$ cat src/rtl/reg_file_pkg.sv
// Shared sizing and types for the integer register file.
// Defaults: 32 registers of 32 bits, addressed with 5 bits.
package reg_file_pkg;

  localparam int XLEN_DEF  = 32;
  localparam int NREGS_DEF = 32;
  localparam int ADDR_W    = $clog2(NREGS_DEF);

  typedef logic [XLEN_DEF-1:0] word_t;
  typedef logic [ADDR_W-1:0]   regAddr_t;

endpackage

$ cat src/rtl/reg_file_rdport.sv
// One combinational read port: address mux with x0 forced to zero.
// Optional same-cycle write forwarding when REG_FILE_BYPASS_EN is defined.
module reg_file_rdport
  import reg_file_pkg::*;
#(
  parameter int XLEN   = XLEN_DEF,
  parameter int NREGS  = NREGS_DEF,
  parameter int ADDR_W = $clog2(NREGS)
) (
  input  logic [NREGS-1:0][XLEN-1:0] regs,
  input  logic [ADDR_W-1:0]          addr,
`ifdef REG_FILE_BYPASS_EN
  input  logic                       wrEn,
  input  logic [ADDR_W-1:0]          wrAddr,
  input  logic [XLEN-1:0]            wrData,
`endif
  output logic [XLEN-1:0]            data
);

  always_comb begin
    data = '0;
    if (addr != '0) begin
      data = regs[addr];
`ifdef REG_FILE_BYPASS_EN
      // wrEn already folds in reset and the x0 exclusion
      if (wrEn && (wrAddr == addr)) begin
        data = wrData;
      end
`endif
    end
  end

endmodule

$ cat src/rtl/reg_file.sv
// NREGS x XLEN register file: one write port, two combinational read ports.
// Define REG_FILE_BYPASS_EN to forward the in-flight write to the read ports.
module reg_file
  import reg_file_pkg::*;
#(
  parameter int XLEN   = XLEN_DEF,
  parameter int NREGS  = NREGS_DEF,
  parameter int ADDR_W = $clog2(NREGS)
) (
  input  logic              CLK,
  input  logic              RST_N,
  input  logic              RegWEn,
  input  logic [ADDR_W-1:0] AddrD,
  input  logic [XLEN-1:0]   DataD,
  input  logic [ADDR_W-1:0] AddrA,
  input  logic [ADDR_W-1:0] AddrB,
  output logic [XLEN-1:0]   DataA,
  output logic [XLEN-1:0]   DataB
);

  logic [NREGS-1:0][XLEN-1:0] regs;
  logic                       wrValid;

  // x0 is never written, so its storage stays at the reset value of zero
  assign wrValid = RST_N && RegWEn && (AddrD != '0);

  always_ff @(posedge CLK) begin
    if (!RST_N) begin
      regs <= '0;
    end else if (wrValid) begin
      regs[AddrD] <= DataD;
    end
  end

  reg_file_rdport #(
    .XLEN   (XLEN),
    .NREGS  (NREGS),
    .ADDR_W (ADDR_W)
  ) uPortA (
    .regs   (regs),
    .addr   (AddrA),
`ifdef REG_FILE_BYPASS_EN
    .wrEn   (wrValid),
    .wrAddr (AddrD),
    .wrData (DataD),
`endif
    .data   (DataA)
  );

  reg_file_rdport #(
    .XLEN   (XLEN),
    .NREGS  (NREGS),
    .ADDR_W (ADDR_W)
  ) uPortB (
    .regs   (regs),
    .addr   (AddrB),
`ifdef REG_FILE_BYPASS_EN
    .wrEn   (wrValid),
    .wrAddr (AddrD),
    .wrData (DataD),
`endif
    .data   (DataB)
  );

endmodule

$ cat config.mk
export PLATFORM = sky130hd
export DESIGN_NAME = reg_file
export DESIGN_NICKNAME = d
export VERILOG_FILES = /design/src/rtl/reg_file_pkg.sv /design/src/rtl/reg_file_rdport.sv /design/src/rtl/reg_file.sv
export SDC_FILE = /design/constraint.sdc
export NUM_CORES = 2
export LEC_CHECK = 0
export CAP_MARGIN = 20
export CORE_ASPECT_RATIO = 0.5
export CORE_MARGIN = 1.5
export CORE_UTILIZATION = 36
export CTS_BUF_LIST = sky130_fd_sc_hd__clkbuf_4 sky130_fd_sc_hd__clkbuf_8
export CTS_CLUSTER_DIAMETER = 30
export DETAILED_ROUTE_END_ITERATION = 8
export PLACE_DENSITY = 0.56
export SYNTH_ARGS = -nofsm -noshare
export SYNTH_HDL_FRONTEND = slang
export SYNTH_SLANG_ARGS = --single-unit
$ cat constraint.sdc
create_clock -name CLK -period 1.83 [get_ports CLK]
set_input_delay 0.183 -clock CLK [delete_from_list [all_inputs] [get_ports CLK]]
set_output_delay 0.183 -clock CLK [all_outputs]
set_load 0.03 [all_outputs]
==> results.sh <==
export IMPL_worst_r2r_setup_slack_ns=1.01
export IMPL_final_layout_size_suffix_gt1_share_pct=33.4
export IMPL_r2r_start="regs[170]"
export IMPL_effective_utilization_at_floorplan_pct=36.4
export IMPL_io_pins=114
export IMPL_drt_drc_violations_left=0
export IMPL_failed_checks="negative setup slack"
export IMPL_die_w_um=553
export IMPL_largest_register_ffs=1024
export IMPL_route_detailed_wl_per_inst_um=27.9
export IMPL_switching_share_pct=26.9
export IMPL_path_depth_of_the_worst_reg2reg_path=3
export IMPL_clock_sink_total=1024
export IMPL_min_period_over_period_pct=156
export IMPL_grt_pass1_wl_mm=337
export IMPL_setup_ws_ns=-1.02
export IMPL_grt_total_usage_pct=29.7
export IMPL_finalClockSkew_ns=0
export IMPL_via_count=50200
export IMPL_post_drt_via_cell_ratio=6.01
export IMPL_most_common_cell_after_layout_fill_and_taps_aside="nand2_1"
export IMPL_tightestPinTransition_ns=1.41
export IMPL_clockRootBuffer="clkbuf_8"
export IMPL_edff_count_synth=0
export IMPL_overflow=0
export IMPL_totalWireLength_mm=233
export IMPL_synth_yosys_seq_area_share_pct=37.7
export IMPL_number_of_input_and_output_port_buffers_inserted=113
export IMPL_worst_hold_startpoint="DataD[1]"
export IMPL_grt_start_max_net_pins=280
export IMPL_final_count_of_hold_timing_violations=0
export IMPL_pwr_share_clk_pct=47.5
export IMPL_first_global_vias=49500
export IMPL_synth_warnings=0
export IMPL_drt_first_pass_iters=6
export IMPL_worstPathMaxFanout=2
export IMPL_fp_dieArea_um2=153000
export IMPL_ant_nets=0
export IMPL_final_cell_mix="nand2_1 (2031), dfxtp_1 (809), a21boi_0 (657)"
export IMPL_number_of_failing_setup_endpoints_in_the_final_timing_report=64
export IMPL_area_growth_syn_to_layout_pct=30.6
export IMPL_layout_core_utilization_pct=47.6
export IMPL_instance_count_of_the_mapped_netlist=5839
export IMPL_post_synth_instance_area_um2=54400
export IMPL_synth_async_sr_flop_share_pct=0
export IMPL_p_leak_nw=23.9
export IMPL_preCtsSetupSlack_ns=-0.803
export IMPL_slew_headroom_pct=6.07
export IMPL_cellPowerDensity_nw_per_um2=778
export IMPL_postPlaceCellArea_um2=65000
export IMPL_outcome="finished, violations left"
export IMPL_worst_hold_depth=4
export IMPL_cts_inserted_buffers=196
export IMPL_maxClockFrequency_mhz=351
export IMPL_finalWorstPathRequiredPeriod_ns=2.85
export IMPL_clk_pin_slew_worst_setup_hold_paths_ns=0.06
export IMPL_r2r_end="regs[170]"
export IMPL_synthesis_area_per_instance_um2=9.31
export IMPL_worst_setup_ep_type="primary output"
export IMPL_final_fill_count=13500
export IMPL_worstSkewPairLatency_ns=0.92
export IMPL_internal_power_w=0.0404
export IMPL_synth_seq_cells=1024
export IMPL_antenna_violations_before_repair=1
export IMPL_setup_worst_path_start_class="flip-flop"
export IMPL_ys_types=48
export IMPL_seqPwrFrac_pct=40.6
export IMPL_crit_type="reg2out"
export IMPL_post_layout_total_power_w=0.0553
export IMPL_gp_congestion=0.942
export IMPL_power_combinational_fraction_pct=11.8
export IMPL_top_register="regs"
export IMPL_timing_critical_path_required_ns=1.65
export IMPL_fp_dieH_um=278
export IMPL_min_delay_worst_endpoint="regs[353]"
export IMPL_final_max_slew_viol_count=0
export IMPL_cts_max_level=4
export IMPL_irDropWorstVdd_mv=0.635
export IMPL_rsz0062_at_grt="true"
export IMPL_power_switching_w=0.0149
export IMPL_tritoncts="built"
export IMPL_layout_cell_area_non_filler_um2=71000
export IMPL_ys_dominant_reg_cell="dfxtp_1"
export IMPL_clockBufferDepth=3
export IMPL_floorplan_rows=100
export IMPL_core_um2=149000
export IMPL_arrival_time_of_the_worst_setup_path_ns=2.66
export IMPL_synth_fp_nets=5889
export IMPL_hold_ws_ns=0.0783
export IMPL_fin_nets=6269
export IMPL_detailedPlacementHpwl_mm=151
export IMPL_max_cap_violations=0
export IMPL_initialDrtViolationCount=6598
export IMPL_holdCritPathClass="in2reg"
export IMPL_top_flop_regs="regs: 1024 flops"
-- critical path, cell delays in order (launching register included) --
cell and delay, ns:
dfxtp_2 0.32, buf_4 0.13, mux4_2 0.45, mux2_4 0.32
o21ai_4 0.22, a311oi_4 0.10, buf_12 0.21
-- cells in the mapped netlist (12+ instances only) --
cell / instances / area, um2
clkbuf_1: 394 / 1480
nand2_1: 2037 / 7650
and2_1: 34 / 213
mux2i_1: 192 / 1920
mux4_2: 448 / 10100
nor2b_1: 40 / 250
o21ai_1: 16 / 80.1
buf_2: 158 / 791
mux2_2: 32 / 360
a211oi_1: 32 / 240
a221oi_1: 43 / 377
o2111ai_1: 21 / 184
o21ai_0: 59 / 295
a21boi_0: 657 / 4930
buf_6: 12 / 135
a31oi_1: 32 / 200
a311oi_1: 32 / 280
a22oi_1: 64 / 480
dfxtp_1: 1024 / 20500
buf_4: 45 / 338
a221o_1: 32 / 320
nor2_1: 20 / 75.1
a21boi_1: 335 / 2510
-- power groups by stage --
stage / clock network, W / registers [W] / logic [W]
2_1_floorplan: 0 / 0.0229 / 0.00324
3_3_place_gp: 0 / 0.0229 / 0.00616
3_5_place_dp: 0 / 0.0229 / 0.00619
4_1_cts: 0.0264 / 0.0225 / 0.00635
5_1_grt: 0.0274 / 0.0225 / 0.00668
6_report: 0.0263 / 0.0225 / 0.00655
-- how the worst max path moves through the flow --
stage | from | end | slack (ns) | cells after the start
6_report | regs[98] | DataB[2] | -1.02 | 6
5_1_grt | regs[249] | DataA[25] | -1.09 | 7
4_1_cts | regs[249] | DataA[25] | -1.10 | 7
3_5_place_dp | AddrB[1] | DataB[29] | -0.80 | 9
3_3_place_gp | AddrB[1] | DataB[29] | -0.81 | 9
2_1_floorplan | AddrA[0] | DataA[20] | -0.01 | 9
-- metal layers --
layer / share of wire (%) / routed length [um] / GRT usage, %
met5: 0 / 0 / 0
met4: 3.6 / 8410 / 11.4
met3: 13 / 29400 / 9.40
met2: 43 / 100000 / 44.3
met1: 41 / 95100 / 39.8
-- timing repair --
action / 4_1_cts / 5_1_grt
gates resized for setup: 343 / 133
hold buffers: 1 / 0
setup buffers: 9 / 2
setup endpoints to repair: 64 / 64
endpoints found under the hold margin: 31 / 0
pin swaps: 89 / 69
-- kinds of logic after synthesis --
family | share of synthesized area [%]
buffers and inverters | 5.37
DFF | 37.7
AOI/OAI and AO/OA | 18.2
and+or+nand+nor | 15.9
muxes | 22.8
-- layout make-up --
class	instances	area, um2	share of cell area (%)
Inverter	2	11.3	0.0159
Multi-Input combinational cell	4193	33500	47.2
Tap cell	1989	2490	3.50
Sequential cell	1024	20800	29.2
Clock inverter	82	976	1.37
Clock buffer	274	3530	4.97
Antenna cell	1	2.50	0.00352
Timing Repair Buffer	802	9730	13.7
-- stage by stage --
| stage | std cells | setup TNS, ns |
|---|---|---|
| floorplan | 5839 | -0.171 |
| global placement | 8005 | -322.36 |
| detailed placement | 8005 | -353.97 |
| CTS | 8365 | -60.75 |
| global route | 8367 | -60.84 |
| finish | 8367 | -57.26 |
Note: power is estimated with default switching activity, not from simulation.
